## src/rtl/sc_point_pkg.sv

```systemverilog
// Shared encodings for the point/car control FSM and its datapath stage.
package sc_point_pkg;

  localparam logic [1:0] SHIFT_LEFT  = 2'b01;
  localparam logic [1:0] SHIFT_RIGHT = 2'b10;
  localparam logic [1:0] SHIFT_HOLD  = 2'b11;

  // Operation control: RUN accepts checks/up-counts, HOLD is the post-collision wait window.
  localparam logic [0:0] OP_RUN  = 1'b0;
  localparam logic [0:0] OP_HOLD = 1'b1;

endpackage

```

## src/rtl/sc_point_scorecounter.sv

```systemverilog
// Up-count divider feeding a saturating score counter.
module sc_point_scorecounter #(
  parameter int SCORE_WIDTH = 8,
  parameter int UPCOUNT_DIV = 4
) (
  input  logic                   SC_STATEMACHINEPOINT_CLOCK_50,
  input  logic                   SC_STATEMACHINEPOINT_RESET_InHigh,
  input  logic                   clear,
  input  logic                   enable,
  output logic [SCORE_WIDTH-1:0] score
);

  localparam int DIV_W = (UPCOUNT_DIV > 1) ? $clog2(UPCOUNT_DIV) : 1;
  localparam logic [DIV_W-1:0]       DIV_LAST  = DIV_W'(UPCOUNT_DIV - 1);
  localparam logic [SCORE_WIDTH-1:0] SCORE_MAX = '1;

  logic [DIV_W-1:0] div;

  // The divider keeps wrapping after the score saturates.
  always_ff @(posedge SC_STATEMACHINEPOINT_CLOCK_50 or posedge SC_STATEMACHINEPOINT_RESET_InHigh) begin
    if (SC_STATEMACHINEPOINT_RESET_InHigh) begin
      div   <= '0;
      score <= '0;
    end else if (clear) begin
      div   <= '0;
      score <= '0;
    end else if (enable) begin
      if (div == DIV_LAST) begin
        div <= '0;
        if (score != SCORE_MAX) score <= score + 1'b1;
      end else begin
        div <= div + 1'b1;
      end
    end
  end

endmodule

```

## src/rtl/sc_point_datapath.sv

```systemverilog
// Point/row/score datapath downstream of the point control FSM; raises WAIT after a collision.
module sc_point_datapath
  import sc_point_pkg::*;
#(
  parameter int WIDTH       = 8,
  parameter int INIT_IDX    = 4,
  parameter int SCORE_WIDTH = 8,
  parameter int UPCOUNT_DIV = 4,
  parameter int WAIT_CYCLES = 16
) (
  input  logic                   SC_STATEMACHINEPOINT_CLOCK_50,
  input  logic                   SC_STATEMACHINEPOINT_RESET_InHigh,
  input  logic                   SC_POINTDP_clear_InLow,
  input  logic                   SC_POINTDP_load0_InLow,
  input  logic [1:0]             SC_POINTDP_shiftselection_In,
  input  logic                   SC_POINTDP_POINTselection_In,
  input  logic                   SC_POINTDP_upcount_InLow,
  input  logic [WIDTH-1:0]       SC_POINTDP_row_In,
  output logic [WIDTH-1:0]       SC_POINTDP_point_Out,
  output logic [WIDTH-1:0]       SC_POINTDP_row_Out,
  output logic [SCORE_WIDTH-1:0] SC_POINTDP_score_Out,
  output logic                   SC_POINTDP_crash_Out,
  output logic                   SC_POINTDP_wait_Out
);

  localparam int CNT_W = (WAIT_CYCLES > 1) ? $clog2(WAIT_CYCLES) : 1;
  localparam logic [WIDTH-1:0] INIT_POINT = {{(WIDTH-1){1'b0}}, 1'b1} << INIT_IDX;
  localparam logic [CNT_W-1:0] WAIT_LOAD  = CNT_W'(WAIT_CYCLES - 1);

  // Command strobes are levels sampled on every rising edge; there is no handshake,
  // each asserted strobe acts exactly once per cycle it is held.
  logic [WIDTH-1:0] point;
  logic [WIDTH-1:0] row;
  logic             crash;
  logic [0:0]       opState;
  logic [CNT_W-1:0] waitCnt;
  logic             clear;
  logic             hit;
  logic             checkFire;
  logic             countEn;

  assign clear     = ~SC_POINTDP_clear_InLow;
  assign hit       = |(point & row);
  assign checkFire = SC_POINTDP_POINTselection_In && (opState == OP_RUN) && hit;
  assign countEn   = ~SC_POINTDP_upcount_InLow && (opState == OP_RUN);

  always_ff @(posedge SC_STATEMACHINEPOINT_CLOCK_50 or posedge SC_STATEMACHINEPOINT_RESET_InHigh) begin
    if (SC_STATEMACHINEPOINT_RESET_InHigh) begin
      point <= INIT_POINT;
    end else if (clear) begin
      point <= INIT_POINT;
    end else begin
      case (SC_POINTDP_shiftselection_In)
        SHIFT_LEFT:  if (!point[WIDTH-1]) point <= point << 1;
        SHIFT_RIGHT: if (!point[0])       point <= point >> 1;
        default:     point <= point;
      endcase
    end
  end

  // Clear outranks load, so the row simply holds during a clear cycle.
  always_ff @(posedge SC_STATEMACHINEPOINT_CLOCK_50 or posedge SC_STATEMACHINEPOINT_RESET_InHigh) begin
    if (SC_STATEMACHINEPOINT_RESET_InHigh) begin
      row <= '0;
    end else if (!clear && !SC_POINTDP_load0_InLow) begin
      row <= SC_POINTDP_row_In;
    end
  end

  always_ff @(posedge SC_STATEMACHINEPOINT_CLOCK_50 or posedge SC_STATEMACHINEPOINT_RESET_InHigh) begin
    if (SC_STATEMACHINEPOINT_RESET_InHigh) begin
      opState <= OP_RUN;
      waitCnt <= '0;
      crash   <= 1'b0;
    end else if (clear) begin
      opState <= OP_RUN;
      waitCnt <= '0;
      crash   <= 1'b0;
    end else if (opState == OP_RUN) begin
      if (checkFire) begin
        opState <= OP_HOLD;
        waitCnt <= WAIT_LOAD;
        crash   <= 1'b1;
      end
    end else begin
      if (waitCnt == '0) opState <= OP_RUN;
      else               waitCnt <= waitCnt - 1'b1;
    end
  end

  sc_point_scorecounter #(
    .SCORE_WIDTH(SCORE_WIDTH),
    .UPCOUNT_DIV(UPCOUNT_DIV)
  ) u_scorecounter (
    .SC_STATEMACHINEPOINT_CLOCK_50    (SC_STATEMACHINEPOINT_CLOCK_50),
    .SC_STATEMACHINEPOINT_RESET_InHigh(SC_STATEMACHINEPOINT_RESET_InHigh),
    .clear                            (clear),
    .enable                           (countEn),
    .score                            (SC_POINTDP_score_Out)
  );

  // wait_Out is the RUN/HOLD state flop itself, so the control state is directly observable.
  assign SC_POINTDP_point_Out = point;
  assign SC_POINTDP_row_Out   = row;
  assign SC_POINTDP_crash_Out = crash;
  assign SC_POINTDP_wait_Out  = opState[0];

endmodule

```

## config.mk

```make
export PLATFORM = sky130hd
export DESIGN_NAME = sc_point_datapath
export DESIGN_NICKNAME = d
export VERILOG_FILES = /design/src/rtl/sc_point_pkg.sv /design/src/rtl/sc_point_scorecounter.sv /design/src/rtl/sc_point_datapath.sv
export SDC_FILE = /design/constraint.sdc
export NUM_CORES = 1
export LEC_CHECK = 0
export ABC_AREA = 1
export CAP_MARGIN = 30
export CORE_MARGIN = 4
export CORE_UTILIZATION = 35
export DETAILED_ROUTE_END_ITERATION = 6
export PLACE_DENSITY = 0.59
export SLEW_MARGIN = 20
export SYNTH_ARGS = -nofsm -noshare
export SYNTH_HDL_FRONTEND = slang
export SYNTH_SLANG_ARGS = --single-unit
```

## constraint.sdc

```tcl
create_clock -name SC_STATEMACHINEPOINT_CLOCK_50 -period 2.4 [get_ports SC_STATEMACHINEPOINT_CLOCK_50]
set_clock_uncertainty 0.05 [all_clocks]
set_input_delay 0.48 -clock SC_STATEMACHINEPOINT_CLOCK_50 [delete_from_list [all_inputs] [get_ports SC_STATEMACHINEPOINT_CLOCK_50]]
set_output_delay 0.48 -clock SC_STATEMACHINEPOINT_CLOCK_50 [all_outputs]
set_load 0.1 [all_outputs]
```

==> out/qor.csv, run 1 <==
metric;value;unit
status;complete, no violations;
Worst-Margin Slew;0.478;ns
clk slew on worst S/H paths;0.06;ns
FF-to-FF setup slack;0.87;ns
switching power;0.000749;W
Antenna diodes;0;
slowest CP cell;clkdlybuf4s50_1;
GRT overflow;0;
CP Max Fanout;13;
hold_buf cts;0;
sw frac;39.3;%
Root Driver;clkbuf_8;
Ports;42;
Residual DRC;0;
post-cts resize count;0;
critical path arrival;1.95;ns
fin crit period;1.82;ns
placed cells;292;
startpoint types;primary input;
largest net degree at the start of global routing;33;
Seq pwr share;36.0;%
CP Cell Sequence;clkdlybuf4s50_1, buf_4, nand2_1, nor2_1, o21bai_2, inv_2, nand2_1, nand2_1;
Synth Cell Area;1660;sq um
clock network power share;29.5;%
die height;76.9;microns
WL/cell;12.5;microns
Initial Util;37.1;%
First DRT Iteration DRCs;79;
Post-CTS Repair Setup Buffers;0;
combinational share of power;34.5;%
Clk Latency, worst-skew pair;0.28;ns
Fmax achieved;548;MHz
PortBufs;41;
Cells after Synth;198;
sequential cell area fraction in the yosys report;48.3;%
synth warn;0;
Top delay family on crit path;buffers and inverters;
Detail Route Antenna Nets;0;
Yosys reg bits;32;
final worst path period share;76.0;%
Crit path top cell by count;nand2_1;
count of cell types in the netlist;23;
area delta synth->final;32.8;%
DP HPWL;2740;microns
H-tree depth;2;
max-slew violations;0;
CTS Buf Count;5;
WP data required;2.52;ns
CTS max path bufs;2;
initial antenna violation count;0;
max_slew headroom;68.1;%
Post-Layout Cell Count;300;
Post-Route WL;3740;microns
DRT Pass-1 Iters;5;
# clock sinks;32;
vias in the first global route;1404;
unrepaired setup endpoints after global routing;false;
Die X;76.9;microns
first-pass GRT wire length;6500;microns
vias;1479;
Max Cap Viol;0;
via/cell ratio;4.93;
ratio of cells with drive above 1 in the final layout;20.2;%
Pleak;1.11;nW
P per Cell Area;863;nW/um^2
CP peak stage delay;0.45;ns
Hold Path Class;flip-flop to flip-flop;
Post-Syn Nets;217;
Setup CP Type;primary input to flip-flop;
CTS tree;built;
full die area;5910;sq um
Final setup viols;0;
final net count;266;
Syn Area/Cell;8.39;sq um
setup TNS;0;ns
worst IR drop on VDD;0.372;mV
floorplan core area;4470;sq um
routability cong.;0.823;
CP Capture Type;flip-flop;
Final Core Density;49.3;%
Core Rows;24;
final hold viol count;0;
P_int;0.00116;W
CP Buf/Inv Count;3;
Total GRT Usage;13.7;%
==> layout by cell type (no fill, tap or decap), types with 2 or more instances in the layout <==
cell	count
xor2_1	3
inv_2	2
o21ai_0	13
clkdlybuf4s50_1	15
a21oi_1	9
mux2_4	8
inv_1	17
ha_1	3
clkbuf_8	7
dfrtp_1	31
nand2_1	65
nand3_1	13
o22ai_1	3
nor2_1	15
xnor2_1	2
nand4_1	5
buf_4	29
==> synth_stat cells <==
| cell type | count | area [sq um] |
|---|---|---|
| mux2_4 | 8 | 120 |
| o22ai_1 | 3 | 18.8 |
| inv_1 | 17 | 63.8 |
| xor2_1 | 3 | 26.3 |
| nand2_1 | 65 | 244 |
| clkbuf_1 | 1 | 3.75 |
| nand4_1 | 5 | 31.3 |
| dfrtp_1 | 31 | 776 |
| xnor2_1 | 2 | 17.5 |
| a21oi_1 | 9 | 45.0 |
| buf_6 | 1 | 11.3 |
| nor2_1 | 15 | 56.3 |
| inv_2 | 2 | 7.51 |
| nand3_1 | 13 | 65.1 |
| ha_1 | 3 | 37.5 |
| o31ai_1 | 1 | 7.51 |
| dfstp_2 | 1 | 26.3 |
| nor2_2 | 1 | 6.26 |
| o21ai_0 | 13 | 65.1 |
| o211ai_1 | 1 | 7.51 |
| or2_1 | 1 | 6.26 |
| o21bai_2 | 1 | 11.3 |
| a211oi_1 | 1 | 7.51 |
==> worst register-to-register path, stage by stage, from the launching register on <==
cell	delay (ns)
dfrtp_1	0.41
ha_1	0.23
nand2_1	0.07
nor2_1	0.14
nand4_1	0.12
nand2_1	0.27
o21ai_0	0.13
==> power by group through the flow <==
stage | registers, W | logic (W) | clock network (W)
CTS | 0.000685 | 0.000664 | 0.000579
finish | 0.000685 | 0.000658 | 0.000562
floorplan | 0.00101 | 0.000189 | 0
global route | 0.000697 | 0.000708 | 0.000606
detailed placement | 0.000694 | 0.000663 | 0
global placement | 0.000694 | 0.000659 | 0
==> metal layers <==
metal / part of all wire [%] / GRT usage [%] / vias to the layer above
met5: 0 / 0 / -
met4: 1.7 / 5.62 / 0
met1: 49 / 18.4 / 690
li1: - / - / 747
met2: 44 / 20.5 / 36
met3: 5.0 / 3.98 / 6
==> flip-flops by register name, indices dropped and copies added (netlist names) <==
name and flops:
SC_POINTDP_crash_Out 1, u_scorecounter.score 8, SC_POINTDP_point_Out 8, u_scorecounter.div 2
SC_POINTDP_wait_Out 1, SC_POINTDP_row_Out 8, waitCnt 4
==> per-stage QoR <==
step	worst slack (ns)	cell area, sq um	total power (W)	hold slack [ns]
CTS	0.591	2210	0.00193	0.433
detailed placement	0.315	2080	0.00136	0.425
global route	0.464	2210	0.00201	0.469
global placement	0.306	2080	0.00135	0.421
finish	0.576	2210	0.00190	0.431
floorplan	0.280	1660	0.00119	0.396
==> logic make-up (layout without fill, tap and decap cells) <==
| group | count (synthesis) | count (layout) | synth area share, % |
|---|---|---|---|
| flops | 32 | 32 | 48.3 |
| simple gates | 100 | 100 | 24.6 |
| fa+ha+maj | 3 | 3 | 2.26 |
| compound gates | 29 | 29 | 9.79 |
| mux | 8 | 8 | 7.23 |
| xor+xnor | 5 | 5 | 2.64 |
| buf+inv | 21 | 71 | 5.20 |
==> final cells by class <==
cell class                 instances  area, sq um
fill                             439         2270
sequential                        32          802
multi-input combinational        145          773
timing repair buffer              44          368
clock buffer                       7         96.3
inverter                          19         71.3
tap                               52         65.1
clock inverter                     1         30.0
==> path summary, 6_finish.rpt <==
path                                              startpoint                      end  cells after the start
min                                    u_scorecounter.div[0]    u_scorecounter.div[0]                      1
max in group asynchronous  SC_STATEMACHINEPOINT_RESET_InHigh  SC_POINTDP_point_Out[4]                      3
max                                   SC_POINTDP_clear_InLow  SC_POINTDP_point_Out[1]                      8
min in group asynchronous  SC_STATEMACHINEPOINT_RESET_InHigh  u_scorecounter.score[3]                      3
min reg2reg                            u_scorecounter.div[0]    u_scorecounter.div[0]                      1
max reg2reg                          u_scorecounter.score[0]  u_scorecounter.score[1]                      6
Power figures use the tool's default switching activity.
==> run 2: changes to the inputs <==
- PLACE_DENSITY: 0.59 -> 0.62
- clock period: 2.4 -> 1.65 ns (I/O delays scaled with it)
==> out/qor.csv, run 2 (synthesis results as in run 1) <==
metric;value;unit;change
Fmax achieved;648;MHz;
CTS Buf Count;5;;unchanged
first-pass GRT wire length;6980;microns;+7.3%
FF-to-FF setup slack;0.12;ns;-0.75 ns
First DRT Iteration DRCs;154;;+95%
H-tree depth;2;;unchanged
final worst path period share;93.5;%;
final net count;280;;+5.3%
PortBufs;41;;unchanged
Worst-Margin Slew;0.504;ns;+0.0258 ns
full die area;5910;sq um;unchanged
commonest non-fill, non-tap cell in the layout;nand2_1;;
pre-CTS setup slack;-0.197;ns;-0.513 ns
setup TNS;0;ns;unchanged
CP peak stage delay;0.49;ns;+0.04 ns
Post-Layout Cell Count;314;;+4.7%
Detail Route Antenna Nets;0;;unchanged
CP Capture Type;flip-flop;;
DRT Pass-1 Iters;4;;-1
vias;1494;;+1.0%
Initial Util;37.1;%;unchanged
unrepaired setup endpoints after global routing;false;;
Pleak;1.21;nW;+9.7%
vias in the first global route;1482;;+5.6%
Max Cap Viol;0;;unchanged
ratio of cells with drive above 1 in the final layout;34.0;%;+14 points
CTS max path bufs;2;;unchanged
Root Driver;clkbuf_8;;
P per Cell Area;1050;nW/um^2;+22%
final hold viol count;0;;unchanged
Total GRT Usage;14.9;%;+1.2 points
Setup CP Type;primary input to flip-flop;;
WP data required;1.76;ns;-0.76 ns
area delta synth->final;60.1;%;
startpoint types;primary input;;
fin crit period;1.54;ns;
R2R Path Start;u_scorecounter.score[0];;
Residual DRC;0;;unchanged
highest-count cells in the layout ignoring fill and taps;64 x nand2_1, 27 x buf_12, 22 x dfrtp_2;;
worst IR drop on VDD;0.689;mV;+85%
fill cell count;386;;-12%
CP Cell Sequence;clkdlybuf4s50_1, inv_2, or2_1, mux2_4;;
routability cong.;0.777;;-5.6%
Post-Route WL;4000;microns;+7.0%
critical path arrival;1.66;ns;-0.29 ns
CTS tree;built;;
Final setup viols;0;;unchanged
via/cell ratio;4.76;;-3.5%
CP Buf/Inv Count;2;;-1
slowest CP cell;clkdlybuf4s50_1;;
Final Cell Area;2660;sq um;+21%
worst setup margin;0.107;ns;-0.468 ns
die height;76.9;microns;unchanged
WL/cell;12.7;microns;+2.2%
Die X;76.9;microns;unchanged
dpl cell area;2540;sq um;+22%
largest net degree at the start of global routing;33;;unchanged
max_slew headroom;66.4;%;-1.7 points
Hold Path Class;primary input to asynchronous set/reset pin;;
max-slew violations;0;;unchanged
placed cells;304;;+4.1%
Ports;42;;unchanged
floorplan core area;4470;sq um;unchanged
DP HPWL;3000;microns;+9.5%
initial antenna violation count;0;;unchanged
Top delay family on crit path;buffers and inverters;;
GRT overflow;0;;unchanged
# clock sinks;32;;unchanged
clk slew on worst S/H paths;0.07;ns;about the same
total power;0.00279;W;+47%
Reg2Reg Depth;8;;+2
RR Endpoint;u_scorecounter.score[6];;
Core Rows;24;;unchanged
Antenna diodes;0;;unchanged
CP Max Fanout;8;;-5
status;complete, no violations;;
Clk Latency, worst-skew pair;0.28;ns;about the same
## run 2: cell types whose count changed in the layout (fill, tap and decap cells not counted), moves of 14 or more
cell / before / now
buf_12: 0 / 27
dfrtp_1: 31 / 7
dfrtp_2: 0 / 22
buf_4: 29 / 15
## run 2: per-stage QoR
stage	hold slack, ns	utilization [%]
after floorplan	0.394	-
after global placement	0.417	56.9
after detailed placement	0.434	56.9
after CTS	0.334	58.7
after global routing	0.368	59.5
final	0.336	59.5
## run 2: worst min-delay path, delay by kind of cell
kind                   cells  cell delay, ns
buffers and inverters      3            0.70
## run 2: repair_timing
| action | 4_1_cts | 5_1_grt |
|---|---|---|
| gates resized for setup | 0 | 6 |
| hold buffers | 0 | 0 |
| setup buffers | 0 | 1 |
| endpoints found under the setup margin | 0 | 7 |
## run 2: worst max path at each step
stage | start | end | cells past startpoint
2_1_floorplan | u_scorecounter.score[1] | u_scorecounter.score[0] | 6
3_3_place_gp | SC_POINTDP_clear_InLow | SC_POINTDP_row_Out[1] | 4
3_5_place_dp | SC_POINTDP_clear_InLow | SC_POINTDP_row_Out[6] | 4
4_1_cts | u_scorecounter.score[0] | u_scorecounter.score[2] | 6
5_1_grt | u_scorecounter.score[0] | u_scorecounter.score[0] | 8
6_report | SC_POINTDP_clear_InLow | SC_POINTDP_row_Out[6] | 4
## run 2: area by class of cell
class | instances | area (sq um) | area share (%)
clock buffers | 7 | 76.3 | 2.87
clock inverters | 1 | 5.00 | 0.188
repair buffers | 57 | 803 | 30.2
inverters | 19 | 71.3 | 2.68
multi-input cells | 146 | 802 | 30.2
flip-flops and latches | 32 | 837 | 31.5
well taps | 52 | 65.1 | 2.45
## run 2: power breakdown
group	total [W]	switching (W)	internal (W)
Combinational	0.00116	0.000713	0.000452
Sequential	0.00105	0.000142	0.000911
Clock	0.000573	0.000278	0.000295
Total	0.00279	0.00113	0.00166
## run 2: metal layers
metal,up-vias,share of wire [%],GRT usage (%)
met2,33,47,22.9
met1,677,47,19.2
met3,6,4.1,4.10
met5,-,0,0
li1,778,-,-
met4,0,2.2,7.07
